File: config.mk
export PLATFORM = sky130hd
export DESIGN_NAME = sdr_read_path_flat
export DESIGN_NICKNAME = d
export VERILOG_FILES = /design/src/rtl/sdr_read_path_pkg.sv /design/src/rtl/sdr_read_path_if.sv /design/src/rtl/sdr_rd_delay.sv /design/src/rtl/sdr_read_path.sv /design/src/flat_wrapper.sv
export SDC_FILE = /design/constraint.sdc
export NUM_CORES = 1
export LEC_CHECK = 0
export BUFFER_PORTS_ARGS = -buffer_cell sky130_fd_sc_hd__buf_2
export CAP_MARGIN = 25
export CELL_PAD_IN_SITES_DETAIL_PLACEMENT = 1
export CELL_PAD_IN_SITES_GLOBAL_PLACEMENT = 2
export CORE_ASPECT_RATIO = 1.25
export CORE_MARGIN = 10
export CORE_UTILIZATION = 31
export DETAILED_ROUTE_END_ITERATION = 12
export GPL_ROUTABILITY_DRIVEN = 1
export PLACE_DENSITY = 0.8
export SLEW_MARGIN = 20
export SYNTH_ARGS = -nofsm -noshare
export SYNTH_HDL_FRONTEND = slang
export SYNTH_HIERARCHICAL = 1
export SYNTH_SLANG_ARGS = --single-unit
File: constraint.sdc
create_clock -name CLK -period 1.6 [get_ports CLK]
set_input_delay 0.16 -clock CLK [delete_from_list [all_inputs] [get_ports CLK]]
set_output_delay 0.16 -clock CLK [all_outputs]
set_load 0.01 [all_outputs]
File: src/rtl/sdr_read_path_pkg.sv
// Shared SDRAM read-path definitions: default sizes, latency helper and the
// event record that travels through the CAS-latency delay pipe.
package sdr_read_path_pkg;

  localparam int SDR_DSIZE     = 32;
  localparam int SDR_CAS_LAT   = 3;
  localparam int SDR_BURST_LEN = 8;
  localparam int SDR_IN_REG    = 1;

  // Legal CAS latency encodings (mode-register values)
  typedef enum logic [2:0] {
    CAS_LAT_2 = 3'd2,
    CAS_LAT_3 = 3'd3
  } cas_lat_e;

  // Legal burst length encodings (mode-register BL field)
  typedef enum logic [2:0] {
    BL_1 = 3'd0,
    BL_2 = 3'd1,
    BL_4 = 3'd2,
    BL_8 = 3'd3
  } burst_len_e;

  // One slot of the delay pipe: a READ start and/or a BURST TERMINATE stop
  typedef struct packed {
    logic start;
    logic stop;
  } rd_evt_t;

  // Clocks from READ command to first word on DATAOUT
  function automatic int rd_latency(input int cas_lat, input int in_reg);
    return cas_lat + in_reg;
  endfunction

  // True when the (CAS latency, burst length, input register) triple is supported
  function automatic logic legal_cfg(input int cas_lat, input int burst_len, input int in_reg);
    logic ok_cas;
    logic ok_bl;
    logic ok_reg;
    ok_cas = (cas_lat == 2) || (cas_lat == 3);
    ok_bl  = (burst_len == 1) || (burst_len == 2) || (burst_len == 4) || (burst_len == 8);
    ok_reg = (in_reg == 0) || (in_reg == 1);
    return ok_cas && ok_bl && ok_reg;
  endfunction

endpackage

File: src/rtl/sdr_read_path_if.sv
// Command/data bundle between the SDRAM command path and the read data path.
interface sdr_read_path_if
  import sdr_read_path_pkg::*;
#(
  parameter int DSIZE = SDR_DSIZE
);

  logic             RD_CMD;
  logic             BST_CMD;
  logic [DSIZE-1:0] DQIN;
  logic [DSIZE-1:0] DATAOUT;
  logic             RD_VALID;
  logic             RD_FIRST;
  logic             RD_LAST;
  logic             BUSY;

  // Command path / pad side: issues commands, presents DQ, consumes read data
  modport master (
    output RD_CMD,
    output BST_CMD,
    output DQIN,
    input  DATAOUT,
    input  RD_VALID,
    input  RD_FIRST,
    input  RD_LAST,
    input  BUSY
  );

  // Read data path side
  modport slave (
    input  RD_CMD,
    input  BST_CMD,
    input  DQIN,
    output DATAOUT,
    output RD_VALID,
    output RD_FIRST,
    output RD_LAST,
    output BUSY
  );

endinterface

File: src/rtl/sdr_rd_delay.sv
// L-deep shift register carrying {start, stop} events across the CAS latency.
// Stage DEPTH-1 is the event that takes effect on the next clock edge.
module sdr_rd_delay
  import sdr_read_path_pkg::*;
#(
  parameter int DEPTH = 4
) (
  input  logic    clk,
  input  logic    clr_n,
  input  rd_evt_t din,
  output rd_evt_t taps [DEPTH]
);

  rd_evt_t pipe [DEPTH];

  // Shift events one stage per clock; synchronous clear empties the pipe
  always_ff @(posedge clk) begin
    if (!clr_n) begin
      for (int i = 0; i < DEPTH; i++) begin
        pipe[i] <= '0;
      end
    end else begin
      pipe[0] <= din;
      for (int i = 1; i < DEPTH; i++) begin
        pipe[i] <= pipe[i-1];
      end
    end
  end

  // Expose every stage so the framing logic can look one slot ahead
  always_comb begin
    for (int i = 0; i < DEPTH; i++) begin
      taps[i] = pipe[i];
    end
  end

endmodule

File: src/rtl/sdr_read_path.sv
// SDRAM read data path: tracks READ / BURST TERMINATE commands through the
// CAS latency, captures returning DQ words and frames them for the host.
module sdr_read_path
  import sdr_read_path_pkg::*;
#(
  parameter int DSIZE     = SDR_DSIZE,
  parameter int CAS_LAT   = SDR_CAS_LAT,
  parameter int BURST_LEN = SDR_BURST_LEN,
  parameter int IN_REG    = SDR_IN_REG
) (
  input  logic           CLK,
  input  logic           RESET_N,
  sdr_read_path_if.slave bus
);

  localparam int L  = rd_latency(CAS_LAT, IN_REG);
  localparam int CW = $clog2(BURST_LEN) + 1;
  localparam logic [CW-1:0] CNT_LOAD = CW'(BURST_LEN - 1);
  localparam logic [CW-1:0] CNT_ONE  = CW'(1);
  localparam logic [CW-1:0] CNT_ZERO = CW'(0);

  rd_evt_t          evt_in;
  rd_evt_t          taps [L];
  logic             start_pending;
  logic             start_shift;
  logic             start_em;
  logic             stop_em;
  logic             next_evt;

  logic [CW-1:0]    cnt;
  logic [CW-1:0]    cnt_next;
  logic             active;
  logic             active_next;
  logic             valid_next;
  logic             first_next;
  logic             last_next;
  logic             busy_next;

  logic [DSIZE-1:0] dq_cap;
  logic [DSIZE-1:0] data_r;
  logic             valid_r;
  logic             first_r;
  logic             last_r;
  logic             busy_r;

  sdr_rd_delay #(
    .DEPTH (L)
  ) u_delay (
    .clk   (CLK),
    .clr_n (RESET_N),
    .din   (evt_in),
    .taps  (taps)
  );

  // Pipe entry: READ always wins; a terminate only enters when there is a burst to cut short
  always_comb begin
    start_pending = 1'b0;
    start_shift   = 1'b0;
    for (int i = 0; i < L; i++) begin
      start_pending = start_pending | taps[i].start;
    end
    for (int i = 0; i < L - 1; i++) begin
      start_shift = start_shift | taps[i].start;
    end
    evt_in.start = bus.RD_CMD;
    evt_in.stop  = bus.BST_CMD & ~bus.RD_CMD & (active | start_pending);
  end

  // Burst framing: load on an emerging start, count down while active, close early on a following event
  always_comb begin
    start_em    = taps[L-1].start;
    stop_em     = taps[L-1].stop;
    next_evt    = taps[L-2].start | taps[L-2].stop;
    valid_next  = 1'b0;
    first_next  = 1'b0;
    cnt_next    = cnt;
    if (start_em) begin
      valid_next = 1'b1;
      first_next = 1'b1;
      cnt_next   = CNT_LOAD;
    end else if (active && !stop_em) begin
      valid_next = 1'b1;
      cnt_next   = cnt - CNT_ONE;
    end else begin
      cnt_next   = CNT_ZERO;
    end
    last_next   = valid_next & ((cnt_next == CNT_ZERO) | next_evt);
    active_next = valid_next & ~last_next;
    busy_next   = valid_next | bus.RD_CMD | start_shift;
  end

  // Optional pad-side capture stage for DQ
  generate
    if (IN_REG != 0) begin : g_in_reg
      logic [DSIZE-1:0] dq_q;

      // Sample DQ every clock regardless of read activity
      always_ff @(posedge CLK) begin
        if (!RESET_N) begin
          dq_q <= '0;
        end else begin
          dq_q <= bus.DQIN;
        end
      end

      assign dq_cap = dq_q;
    end else begin : g_no_in_reg
      assign dq_cap = bus.DQIN;
    end
  endgenerate

  // Registered burst state and host-facing outputs; DATAOUT holds between valid words
  always_ff @(posedge CLK) begin
    if (!RESET_N) begin
      cnt     <= CNT_ZERO;
      active  <= 1'b0;
      valid_r <= 1'b0;
      first_r <= 1'b0;
      last_r  <= 1'b0;
      busy_r  <= 1'b0;
      data_r  <= '0;
    end else begin
      cnt     <= cnt_next;
      active  <= active_next;
      valid_r <= valid_next;
      first_r <= first_next;
      last_r  <= last_next;
      busy_r  <= busy_next;
      if (valid_next) begin
        data_r <= dq_cap;
      end else begin
        data_r <= data_r;
      end
    end
  end

  assign bus.DATAOUT  = data_r;
  assign bus.RD_VALID = valid_r;
  assign bus.RD_FIRST = first_r;
  assign bus.RD_LAST  = last_r;
  assign bus.BUSY     = busy_r;

endmodule

File: src/flat_wrapper.sv
// flat-port wrapper written by rule: the top's interface ports become plain ports
module sdr_read_path_flat import sdr_read_path_pkg::*;
#(
  parameter int DSIZE     = SDR_DSIZE,
  parameter int CAS_LAT   = SDR_CAS_LAT,
  parameter int BURST_LEN = SDR_BURST_LEN,
  parameter int IN_REG    = SDR_IN_REG
)
  (CLK, RESET_N, bus_RD_CMD, bus_BST_CMD, bus_DQIN, bus_DATAOUT, bus_RD_VALID, bus_RD_FIRST, bus_RD_LAST, bus_BUSY);
  sdr_read_path_if #(.DSIZE(DSIZE)) bus_i ();
  input  logic CLK;
  input  logic RESET_N;
  input wire logic [$bits(bus_i.RD_CMD)-1:0] bus_RD_CMD;
  input wire logic [$bits(bus_i.BST_CMD)-1:0] bus_BST_CMD;
  input wire logic [$bits(bus_i.DQIN)-1:0] bus_DQIN;
  output wire logic [$bits(bus_i.DATAOUT)-1:0] bus_DATAOUT;
  output wire logic [$bits(bus_i.RD_VALID)-1:0] bus_RD_VALID;
  output wire logic [$bits(bus_i.RD_FIRST)-1:0] bus_RD_FIRST;
  output wire logic [$bits(bus_i.RD_LAST)-1:0] bus_RD_LAST;
  output wire logic [$bits(bus_i.BUSY)-1:0] bus_BUSY;
  assign bus_i.RD_CMD = bus_RD_CMD;
  assign bus_i.BST_CMD = bus_BST_CMD;
  assign bus_i.DQIN = bus_DQIN;
  assign bus_DATAOUT = bus_i.DATAOUT;
  assign bus_RD_VALID = bus_i.RD_VALID;
  assign bus_RD_FIRST = bus_i.RD_FIRST;
  assign bus_RD_LAST = bus_i.RD_LAST;
  assign bus_BUSY = bus_i.BUSY;
  sdr_read_path #(.DSIZE(DSIZE), .CAS_LAT(CAS_LAT), .BURST_LEN(BURST_LEN), .IN_REG(IN_REG)) u_core (.CLK(CLK), .RESET_N(RESET_N), .bus(bus_i));
endmodule
==> flow_summary_export.csv, run 1 <==
group,metric,value,unit
hold_path,holdPathEnd,"u_core/dq_cap[16]",
synthesis,synth.avg_cell_area,10.1,µm²
synthesis,synth_top_area_cell,"dfxtp_1",
route,post_drt_wl_per_cell,14.8,µm
setup_path,ff2ff_path_depth,3,
floorplanning,core,8610,µm²
place,gp_congestion,0.677,
floorplanning,initial_core_util,0.314,
power_and_ir_drop,sw_frac_of_total,0.218,
sta,slew_headroom,0.676,
floorplanning,rows,38,
grt,grt_pass1_vias,2336,
layout,area_growth,27.8,%
sta,setup-violations-final,0,
sta,finalClockSkew,0.00833,ns
layout,fin_cells,470,
job,maxCapViolations,0,
setup_path,required,1.90,ns
synthesis,synth_cell_types,26,
route,first_iter_violations,56,
hold_path,hold_path.startpoint,"bus_DQIN[16]",
setup_path,worstPathArrival,1.73,ns
sta,tightest_slew,0.480,ns
place,place_inst,449,
sta,period_needed,1.44,ns
clock_tree,cts_tree,"yes",
clock_tree,path_clk_slew,0.08,ns
setup_path,r2r_setup_slack,0.16,ns
setup_path,crit_path_cell_trace,"or4_4 > a211oi_2 > o2111a_1",
clock_tree,insertion_delay,0.35,ns
power_and_ir_drop,power_density,1070,nW/µm²
synthesis,synth.top_cell.area_share,0.599,
synthesis,netlist_top_cells_area,"dfxtp_1, and2_1, a21boi_0",
setup_path,criticalPathCategory,"reg2reg",
setup_path,cp_top_family,"simple AND/OR/NAND/NOR gates",
grt,overflow,0,
setup_path,cp_slowest_cell,"or4_4",
clock_tree,cts_root_buf,"clkbuf_8",
sta,fin_setup_tns,0,ns
grt,grtUsageTotal,0.110,
power_and_ir_drop,p_clk_frac,0.378,
setup_path,cp-start-kind,"flip-flop",
route,first_pass_iters,4,
synthesis,syn_area,2710,µm²
power_and_ir_drop,p_sw,0.805,mW
place,io_buffers,71,
clock_tree,ctsResizeCount,0,
floorplanning,die_area,12900,µm²
synthesis,synth.ff_latch_count,81,
setup_path,path_buf_inv,0,
synthesis,syn_nets,304,
layout,diodes,0,
sta,fin_crit_sh,0.899,
route,drc_errors,0,
layout,layout-drive-gt1-share,0.283,
layout,stdcell_area,3460,µm²
sta,slew_viol_final,0,
route,wl,6.95,mm
setup_path,worstReg2RegEnd,"u_core/active",
route,viasPerCell,4.52,
power_and_ir_drop,seqPwrFrac,0.568,
sta,hold_viol,0,
setup_path,end_kind,"flip-flop",
power_and_ir_drop,ir_drop,367,µV
power_and_ir_drop,comb_power_share,0.054,
synthesis,seq_area_frac_synth,0.599,
sta,worst_hold_slack,0.0178,ns
place,dpl_cell_area,3220,µm²
sta,rsz0062_at_grt,"no",
route,antenna_left,0,
setup_path,crit_path_max_incr_delay,0.52,ns
setup_path,crit_fanout,5,
grt,grt_max_degree,41,
route,num_vias,2126,
synthesis,postSynthCellCount,267,
hold_path,hold_path_depth,2,
floorplanning,die_y,124,µm
grt,grt_first_pass_wirelength,11.6,mm
floorplanning,die_w,104,µm
clock_tree,clk_path_buf_depth,2,
synthesis,synth_warnings,6,
power_and_ir_drop,leakagePower,1.46,nW
grt,antenna_found_initial,0,
hold_path,hold_class,"in2reg",
outcome,status,"finished, final reports clean",
layout,nets,383,
power_and_ir_drop,p_int,2.89,mW
place,hpwl,4.78,mm
clock_tree,numCtsBuffers,9,
clock_tree,clkSinkCount,81,
clock_tree,htree_num_levels,3,
sta,fmax,695,MHz
setup_path,rr_startpoint,"u_core/cnt[0]",
floorplanning,top_level_ports,72,
[layout make-up]
cell class              instances  area [µm²]
clock inverters                 4        45.0
well taps                     120         150
inverters                       4        15.0
fillers                      1005        5150
clock buffers                  11         131
flip-flops and latches         81        1620
repair buffers                 89         505
multi-input cells             161         990
[placed cells by master, fill, tap and decap left out, types with 4 or more instances in the layout]
cell           netlist  final
a21boi_0            28     28
a21boi_1             4      4
and2_1              43     43
buf_2                2     71
buf_4                0     12
clkbuf_8             0      9
dfxtp_1             81     81
dlygate4sd3_1        0      6
nand3_1             33     33
o21ai_0             34     34
[power groups by stage]
stage / combinational (mW) / sequential, mW / clock [mW]
2_1_floorplan: 0.0960 / 2.15 / 0
3_3_place_gp: 0.189 / 2.15 / 0
3_5_place_dp: 0.195 / 2.15 / 0
4_1_cts: 0.205 / 2.10 / 1.45
5_1_grt: 0.228 / 2.11 / 1.54
6_report: 0.200 / 2.10 / 1.40
[Yosys cell counts, drive strengths merged]
library cell,number
a211oi,1
a21boi,32
a21oi,1
and2,43
buf,2
clkbuf,19
clkinv,1
dfxtp,81
ha,1
inv,3
nand2,1
nand2b,1
nand3,33
nor2,2
nor2b,2
nor3,1
nor3b,1
o2111a,1
o21ai,34
o221ai,1
o31a,1
o31ai,2
or3,1
or4,1
xnor2,1
[cell families after synthesis]
kind of cell    synth area share
xor+xnor                 0.00324
simple gates               0.183
fa+ha+maj                0.00462
buf+inv                   0.0356
flops                      0.599
compound gates             0.174
[metrics by stage]
stage / setup WS, ns / power, mW / utilization
detailed placement: 0.179 / 2.34 / 0.374
floorplan: 0.253 / 2.24 / -
CTS: 0.156 / 3.75 / 0.401
global route: 0.0913 / 3.87 / 0.402
global placement: 0.225 / 2.34 / 0.374
finish: 0.162 / 3.70 / 0.402
[worst max path at each step]
stage | cells past startpoint | slack (ns) | to | start
after global placement | 3 | 0.22 | u_core/active | u_core/cnt[0]
after global routing | 3 | 0.09 | u_core/active | u_core/cnt[0]
after floorplan | 3 | 0.25 | u_core/active | u_core/cnt[0]
final | 3 | 0.16 | u_core/active | u_core/cnt[0]
after CTS | 3 | 0.16 | u_core/active | u_core/cnt[0]
after detailed placement | 3 | 0.18 | u_core/active | u_core/cnt[0]
[flip-flops by register name, indices dropped and copies added, names as in the netlist]
signal / cells
u_core/active: 1
u_core/bus.BUSY: 1
u_core/bus.DATAOUT: 32
u_core/bus.RD_FIRST: 1
u_core/bus.RD_LAST: 1
u_core/bus.RD_VALID: 1
u_core/cnt: 4
u_core/dq_cap: 32
u_core/u_delay/pipe: 8
[routing by layer]
metal	up-vias	global-route usage	part of all wire
met5	-	0	0
met4	0	0.0524	0.019
met3	10	0.0414	0.052
met2	51	0.179	0.48
met1	1006	0.124	0.45
li1	1059	-	-
[repair_timing]
item                                   CTS  global route
hold buffers                             5             1
endpoints found under the hold margin    5             1
buffers inserted                         0             0
(Power assumes the default switching activity.)
==> run 2, diff against run 1 <==
--- a/config.mk
+++ b/config.mk
@@ -9,7 +9,7 @@
 export CAP_MARGIN = 25
 export CELL_PAD_IN_SITES_DETAIL_PLACEMENT = 1
 export CELL_PAD_IN_SITES_GLOBAL_PLACEMENT = 2
-export CORE_ASPECT_RATIO = 1.25
+export CORE_ASPECT_RATIO = 0.8
 export CORE_MARGIN = 10
 export CORE_UTILIZATION = 31
 export DETAILED_ROUTE_END_ITERATION = 12
==> flow_summary_export.csv, run 2 (same netlist as run 1, synthesis figures left out) <==
group,metric,value,unit
route,top_layer,"met4",
hold_path,hold_path_depth,2,
clock_tree,cts_hold_buffers,0,
sta,slew_viol_final,0,
hold_path,holdPathEnd,"u_core/dq_cap[18]",
power_and_ir_drop,power_density,1090,nW/µm²
setup_path,cp-start-kind,"flip-flop",
setup_path,criticalPathCategory,"reg2reg",
grt,grt_first_pass_wirelength,11.5,mm
grt,overflow,0,
grt,grtUsageTotal,0.105,
layout,layout-drive-gt1-share,0.284,
sta,fin_crit_sh,0.905,
route,drc_errors,0,
route,num_vias,2095,
clock_tree,clk_path_buf_depth,2,
layout,diodes,0,
sta,worst_hold_slack,0.0221,ns
route,antenna_left,0,
setup_path,cp-startpoint,"u_core/cnt[0]",
setup_path,worstReg2RegEnd,"u_core/active",
sta,setup-violations-final,0,
layout,nets,374,
place,hpwl,4.62,mm
setup_path,rr_startpoint,"u_core/cnt[0]",
clock_tree,cts_tree,"yes",
setup_path,ff2ff_path_depth,3,
floorplanning,die_w,124,µm
route,viasPerCell,4.62,
clock_tree,clkSinkCount,81,
hold_path,hold_path.startpoint,"bus_DQIN[18]",
place,gp_congestion,0.711,
setup_path,r2r_setup_slack,0.15,ns
floorplanning,die_area,12900,µm²
setup_path,end_kind,"flip-flop",
power_and_ir_drop,leakagePower,1.42,nW
setup_path,worstPathArrival,1.73,ns
clock_tree,insertion_delay,0.34,ns
sta,period_needed,1.45,ns
clock_tree,numCtsBuffers,9,
setup_path,required,1.88,ns
route,wl_met1,3.43,mm
place,io_buffers,71,
clock_tree,htree_num_levels,3,
grt,grt_max_degree,45,
layout,final_cell_mix,"dfxtp_1, buf_2, and2_1",
floorplanning,top_level_ports,72,
sta,tightest_slew,0.418,ns
sta,fin_setup_tns,0,ns
hold_path,hold_class,"in2reg",
clock_tree,ctsResizeCount,0,
floorplanning,core,8480,µm²
sta,finalClockSkew,0.00729,ns
grt,grt_pass1_vias,2241,
clock_tree,cts_setup_buffers,0,
floorplanning,initial_core_util,0.319,
route,wl_met2,2.88,mm
power_and_ir_drop,ir_drop,517,µV
layout,area_growth,25.2,%
sta,fmax,690,MHz
sta,rsz0062_at_grt,"no",
clock_tree,path_clk_slew,0.08,ns
route,met3_length,401,µm
route,first_iter_violations,127,
sta,hold_viol,0,
clock_tree,cts_root_buf,"clkbuf_8",
grt,antenna_found_initial,0,
setup_path,crit_fanout,5,
route,first_pass_iters,4,
job,maxCapViolations,0,
floorplanning,rows,30,
sta,slew_headroom,0.718,
outcome,status,"finished, final reports clean",
floorplanning,die_y,104,µm
route,wl,6.77,mm
layout,final_common_cell,"dfxtp_1",
route,post_drt_wl_per_cell,14.9,µm
layout,post-route-util,0.399,
[run 2: cell count changes in the layout (fill, tap and decap cells not counted), sizes merged]
cell and change:
buf -3, clkbuf -1, clkinv -2, clkinvlp +3
dlygate4sd3 -6
[run 2: worst max-delay path, cell delays in order (launching register included)]
cell	delay, ns
dfxtp_1	0.36
or4_4	0.52
a211oi_2	0.29
o2111a_1	0.22
[run 2: per-layer routing]
| metal | global-route usage | vias up |
|---|---|---|
| met3 | 0.0438 | 6 |
| met4 | 0.0274 | 0 |
| li1 | - | 1045 |
| met1 | 0.139 | 989 |
| met2 | 0.152 | 55 |
| met5 | 0 | - |
[run 2: final cells by class]
cell class / instances / area, µm²
clock buffers: 10 / 128
clock inverters: 5 / 57.6
fillers: 996 / 5100
inverters: 4 / 15.0
multi-input cells: 161 / 990
flip-flops and latches: 81 / 1620
well taps: 112 / 140
repair buffers: 80 / 435
[run 2: stage by stage]
stage | area [µm²] | power (mW) | instances | worst slack, ns
2_1_floorplan | 2710 | 2.24 | 267 | 0.253
6_report | 3390 | 3.69 | 453 | 0.152
4_1_cts | 3390 | 3.75 | 453 | 0.144
5_1_grt | 3390 | 3.86 | 453 | 0.0760
3_5_place_dp | 3200 | 2.34 | 438 | 0.152
3_3_place_gp | 3200 | 2.33 | 438 | 0.224
[run 2: where the power goes]
part	switching (mW)	leakage (nW)	internal (mW)
Sequential	0.0195	0.663	2.08
Combinational	0.0919	0.672	0.0975
Clock	0.690	0.0844	0.710
Total	0.801	1.42	2.89
[run 2: worst max path at each step]
stage / end / slack (ns) / depth (start not counted)
after floorplan: u_core/active / 0.25 / 3
after global placement: u_core/active / 0.22 / 3
after detailed placement: u_core/active / 0.15 / 3
after CTS: u_core/active / 0.14 / 3
after global routing: u_core/active / 0.08 / 5
final: u_core/active / 0.15 / 3
